**src/rtl/mutex_arb_pkg.sv**
```systemverilog
// Shared types and defaults for the two-requester mutex arbiter.
//   state_t          : arbiter FSM encoding (IDLE, GNT_A, GNT_B, GAP)
//   owner_t          : round-robin "last served" pointer
//   DEFAULT_MAX_HOLD : default maximum consecutive grant cycles per owner
package mutex_arb_pkg;

  typedef enum logic [1:0] {
    IDLE  = 2'd0,
    GNT_A = 2'd1,
    GNT_B = 2'd2,
    GAP   = 2'd3
  } state_t;

  typedef enum logic {
    LAST_A = 1'b0,
    LAST_B = 1'b1
  } owner_t;

  localparam int unsigned DEFAULT_MAX_HOLD = 8;

endpackage

```
**src/rtl/hold_timer.sv**
```systemverilog
// Hold-time counter for the current grant owner.
//   clock   : rising-edge clock
//   reset   : synchronous active-high reset
//   clear   : force count to 0 on the next edge (wins over enable)
//   enable  : advance count by one; saturates at MAX_HOLD-1, never wraps
//   count   : registered cycles-held value
//   expired : count has reached MAX_HOLD-1 (last permitted grant cycle)
module hold_timer
  import mutex_arb_pkg::*;
#(
  parameter int unsigned MAX_HOLD = DEFAULT_MAX_HOLD,
  parameter int unsigned CNT_W    = $clog2(MAX_HOLD + 1)
) (
  input  logic             clock,
  input  logic             reset,
  input  logic             clear,
  input  logic             enable,
  output logic [CNT_W-1:0] count,
  output logic             expired
);

  localparam logic [CNT_W-1:0] LAST_CNT = CNT_W'(MAX_HOLD - 1);

  always_ff @(posedge clock) begin
    if (reset || clear) begin
      count <= '0;
    end else if (enable && (count != LAST_CNT)) begin
      count <= count + CNT_W'(1);
    end
  end

  assign expired = (count == LAST_CNT);

endmodule

```
**src/rtl/mutex_arbiter2.sv**
```systemverilog
// Two-requester mutual-exclusion arbiter with bounded hold time.
// A grant lasts until the owner signals done, drops its request, or holds
// for MAX_HOLD cycles; every grant is followed by a one-cycle GAP and an
// IDLE arbitration cycle. Ties in IDLE go to the requester not served last.
//   clock    : rising-edge clock
//   reset    : synchronous active-high reset
//   req_a/b  : requests for the shared resource
//   done_a/b : release by the current owner (ignored otherwise)
//   gnt_a/b  : registered grants, never both high
//   timeout  : one-cycle pulse in GAP when the grant was revoked by expiry
//   hold_cnt : cycles the current owner has held the grant (0 outside grants)
// Optional: define MUTEX_ARB_ASSERT_EN to compile protocol assertions.
module mutex_arbiter2
  import mutex_arb_pkg::*;
#(
  parameter int unsigned MAX_HOLD = DEFAULT_MAX_HOLD,
  parameter int unsigned CNT_W    = $clog2(MAX_HOLD + 1)
) (
  input  logic             clock,
  input  logic             reset,
  input  logic             req_a,
  input  logic             req_b,
  input  logic             done_a,
  input  logic             done_b,
  output logic             gnt_a,
  output logic             gnt_b,
  output logic             timeout,
  output logic [CNT_W-1:0] hold_cnt
);

  state_t state, next_state;
  owner_t last, next_last;
  logic   stay_gnt;
  logic   expired;
  logic   timeout_next;

  always_comb begin
    next_state   = state;
    next_last    = last;
    stay_gnt     = 1'b0;
    timeout_next = 1'b0;
    unique case (state)
      IDLE: begin
        if (req_a && req_b) next_state = (last == LAST_B) ? GNT_A : GNT_B;
        else if (req_a)     next_state = GNT_A;
        else if (req_b)     next_state = GNT_B;
      end
      GNT_A: begin
        if (done_a || !req_a || expired) begin
          next_state   = GAP;
          timeout_next = expired && !done_a && req_a;
        end else begin
          stay_gnt = 1'b1;
        end
      end
      GNT_B: begin
        if (done_b || !req_b || expired) begin
          next_state   = GAP;
          timeout_next = expired && !done_b && req_b;
        end else begin
          stay_gnt = 1'b1;
        end
      end
      GAP:     next_state = IDLE;
      default: next_state = IDLE;
    endcase
    if (state == IDLE && next_state == GNT_A) next_last = LAST_A;
    if (state == IDLE && next_state == GNT_B) next_last = LAST_B;
  end

  // Counter runs only while a grant continues; entering a grant, GAP and
  // IDLE all clear it so hold_cnt reads 0 there.
  hold_timer #(
    .MAX_HOLD (MAX_HOLD),
    .CNT_W    (CNT_W)
  ) u_hold_timer (
    .clock   (clock),
    .reset   (reset),
    .clear   (!stay_gnt),
    .enable  (stay_gnt),
    .count   (hold_cnt),
    .expired (expired)
  );

  always_ff @(posedge clock) begin
    if (reset) begin
      state   <= IDLE;
      last    <= LAST_B;
      gnt_a   <= 1'b0;
      gnt_b   <= 1'b0;
      timeout <= 1'b0;
    end else begin
      state   <= next_state;
      last    <= next_last;
      gnt_a   <= (next_state == GNT_A);
      gnt_b   <= (next_state == GNT_B);
      timeout <= timeout_next;
    end
  end

`ifdef MUTEX_ARB_ASSERT_EN
  a_mutex: assert property (@(posedge clock) disable iff (reset)
    !(gnt_a && gnt_b));
  a_rose_a: assert property (@(posedge clock) disable iff (reset)
    $rose(gnt_a) |-> $past(req_a));
  a_rose_b: assert property (@(posedge clock) disable iff (reset)
    $rose(gnt_b) |-> $past(req_b));
  a_hold: assert property (@(posedge clock) disable iff (reset)
    hold_cnt < CNT_W'(MAX_HOLD));
`else
  // Assertions not compiled in this build.
`endif

endmodule
```
**config.mk**
```make
export PLATFORM = sky130hd
export DESIGN_NAME = mutex_arbiter2
export DESIGN_NICKNAME = d
export VERILOG_FILES = /design/src/rtl/mutex_arb_pkg.sv /design/src/rtl/hold_timer.sv /design/src/rtl/mutex_arbiter2.sv
export SDC_FILE = /design/constraint.sdc
export NUM_CORES = 1
export LEC_CHECK = 0
export ABC_AREA = 1
export CAP_MARGIN = 20
export CORE_MARGIN = 2
export CORE_UTILIZATION = 30
export DETAILED_ROUTE_END_ITERATION = 12
export PLACE_DENSITY = 0.56
export SLEW_MARGIN = 20
export SYNTH_ARGS = -nofsm -noshare
export SYNTH_HDL_FRONTEND = slang
export SYNTH_SLANG_ARGS = --single-unit
```
**constraint.sdc**
```tcl
create_clock -name clock -period 1.7 [get_ports clock]
set_clock_uncertainty 0.2 [all_clocks]
set_input_delay 0.255 -clock clock [delete_from_list [all_inputs] [get_ports clock]]
set_output_delay 0.255 -clock clock [all_outputs]
set_load 0.01 [all_outputs]
```
==> metrics <==
filler cell count=179; Tightest Pin Transition=318.0 ps; Core Rows=15; Synth Cell Area=519.2 um^2; Inserted Diodes=0; R2R Setup Slk=220 ps; CP Cell Sequence=clkdlybuf4s50_1; Via density=4.680; worst slack, placed=26.03 ps; max frequency=606.9 MHz; Final Net Count=95; first-pass GRT wire length=1566 um; Hold WS=266.9 ps; Fin. Hold Viols=0; Seq/Total Area, Yosys=38.55%; Post-Layout Inst Area=686.9 um^2; Pwr Density=1234 mW/mm^2; syn_area_per_cell=7.636 um^2; number of synthesized flops with an enable pin=0; Max-Cap Viols=0; worst-skew pair later-pin latency=260 ps; Final GP Congestion=0.7325; io pins=13; nature of the critical path endpoint=output pin; CP Data Required Time=1240 ps; antenna violations before repair=0; Die Area=0.002080 mm^2; critical path's slowest cell=clkdlybuf4s50_1; die width=45.61 um; share of layout cells above drive strength 1=15.66%; hpwl dp=794.3 um; CP Launch Type=flop; vias after detailed routing=468; outcome=finished clean; GRT overflow=0; CP top delay family=buffers and inverters; Slew Limit Fails=0; Max rail drop VDD=463.8 uV; slowest stage delay, CP=550 ps; top cells by count, synth=15 x inv_1, 12 x nand2_1, 10 x dfxtp_1; vias in the first global route=378; 1st-iter DRT viols=12; worst hold path class=flop to flop; Yosys warnings=0; Root Driver=clkbuf_4; #FFs+latches synth=10; fraction of registers with async set/reset=0%; Synthesized Nets=78; Die Y=45.61 um; Post-CTS Hold Fix Bufs=0; Post-Route WL=994 um; fin util=41.12%; Initial Utilization=31.09%; ANT nets after route=0; Synth top area share=38.55%; Synth area leaders=dfxtp_1 39%, inv_1 11%, ha_1 9.6%; Reg clk slew, reported paths=60 ps; Synth area leader=dfxtp_1; slew margin rel.=78.71%; GR Util All Layers=11.09%; crit path time final=1648 ps; count leader, synth=inv_1; setup TNS=0 ps; Pre-antenna DRT Iters=4; I/O Buffers=12; LEAKAGE=0.0003487 uW; post-route setup slack=52.36 ps; mean routed wirelength per cell=9.940 um; clock sinks=10; DRC Markers=0; Inserted Clock Buffers=3; CTS tree=yes; post-synth cell types=16; area growth from synthesis to layout=32.29%; RSZ-0062 raised after global routing=false; Tcrit/Tclk final=96.92%; Synth Flop Type=dfxtp_1; critical path peak fanout=4; largest net degree at the start of global routing=6; arrival time of the worst setup path=1190 ps; Cells after Synth=68; setup violators final=0; Longest Clk Path Bufs=2; Core Area=0.001670 mm^2; WP buf/inv=1; Post-DP Area=660.6 um^2; H-tree Lvls=1; worst setup path category=flop to output pin
[area by class of cell]
class | count | area (um^2) | share of cell area (%)
multi-input cells | 43 | 262.8 | 38.25
flip-flops and latches | 10 | 201.4 | 29.33
repair buffers | 12 | 122.6 | 17.85
inverters | 15 | 56.30 | 8.197
clock buffers | 3 | 22.52 | 3.279
well taps | 17 | 21.27 | 3.097
[placed cells by master (no fill, tap or decap), drive strengths merged]
cell,netlist,layout
inv,15,15
nand2,13,13
clkdlybuf4s50,0,11
dfxtp,10,10
nand3,10,10
nor2,9,9
ha,4,4
clkbuf,0,3
nand4,2,2
o21ai,2,2
nor3,1,1
o211ai,1,1
xor2,1,1
dlymetal6s2s,0,1
[path summary, 6_finish.rpt]
check / cells after the start / endpoint / startpoint
max: 1 / hold_cnt[0] / u_hold_timer.count[0]
min: 1 / u_hold_timer.count[0] / u_hold_timer.count[0]
max reg2reg: 5 / last / state[0]
min reg2reg: 1 / u_hold_timer.count[0] / u_hold_timer.count[0]
[stage by stage]
stage | total power, uW | instances
2_1_floorplan | 595.4 | 68
3_3_place_gp | 695.4 | 97
3_5_place_dp | 698.6 | 97
4_1_cts | 861.4 | 100
5_1_grt | 928.2 | 100
6_report | 847.5 | 100
[layer usage]
layer | GRT usage [%] | wire length, um
met2 | 12.96 | 428
met4 | 10.59 | 28
met5 | 0 | 0
met1 | 15.70 | 491
met3 | 2.778 | 45
[power breakdown]
group          internal, uW  total [uW]  switching (uW)
clock network          81.5         156            74.3
logic                   157         390             233
registers               280         301            20.9
[cell families (layout without fill, tap and decap cells)]
kind of cell / count (synthesis) / in the layout / share of synthesized area [%]
xor gates and xnor gates: 1 / 1 / 1.687
DFF: 10 / 10 / 38.55
buffers and inverters: 15 / 30 / 10.84
adders and majority gates: 4 / 4 / 9.639
and+or+nand+nor: 35 / 35 / 35.90
AOI/OAI and AO/OA: 3 / 3 / 3.372
[what timing repair did]
item,CTS,global route
gates resized for setup,1,1
gates cloned,0,0
endpoints found under the setup margin,1,1
endpoints found under the hold margin,0,0
buffers inserted,0,0
[sequential cells by signal, summed over array words and instances, names as in the netlist]
| signal | flops |
|---|---|
| gnt_a | 1 |
| gnt_b | 1 |
| last | 1 |
| state | 2 |
| u_hold_timer.count | 4 |
| timeout | 1 |
Power figures use the tool's default switching activity.
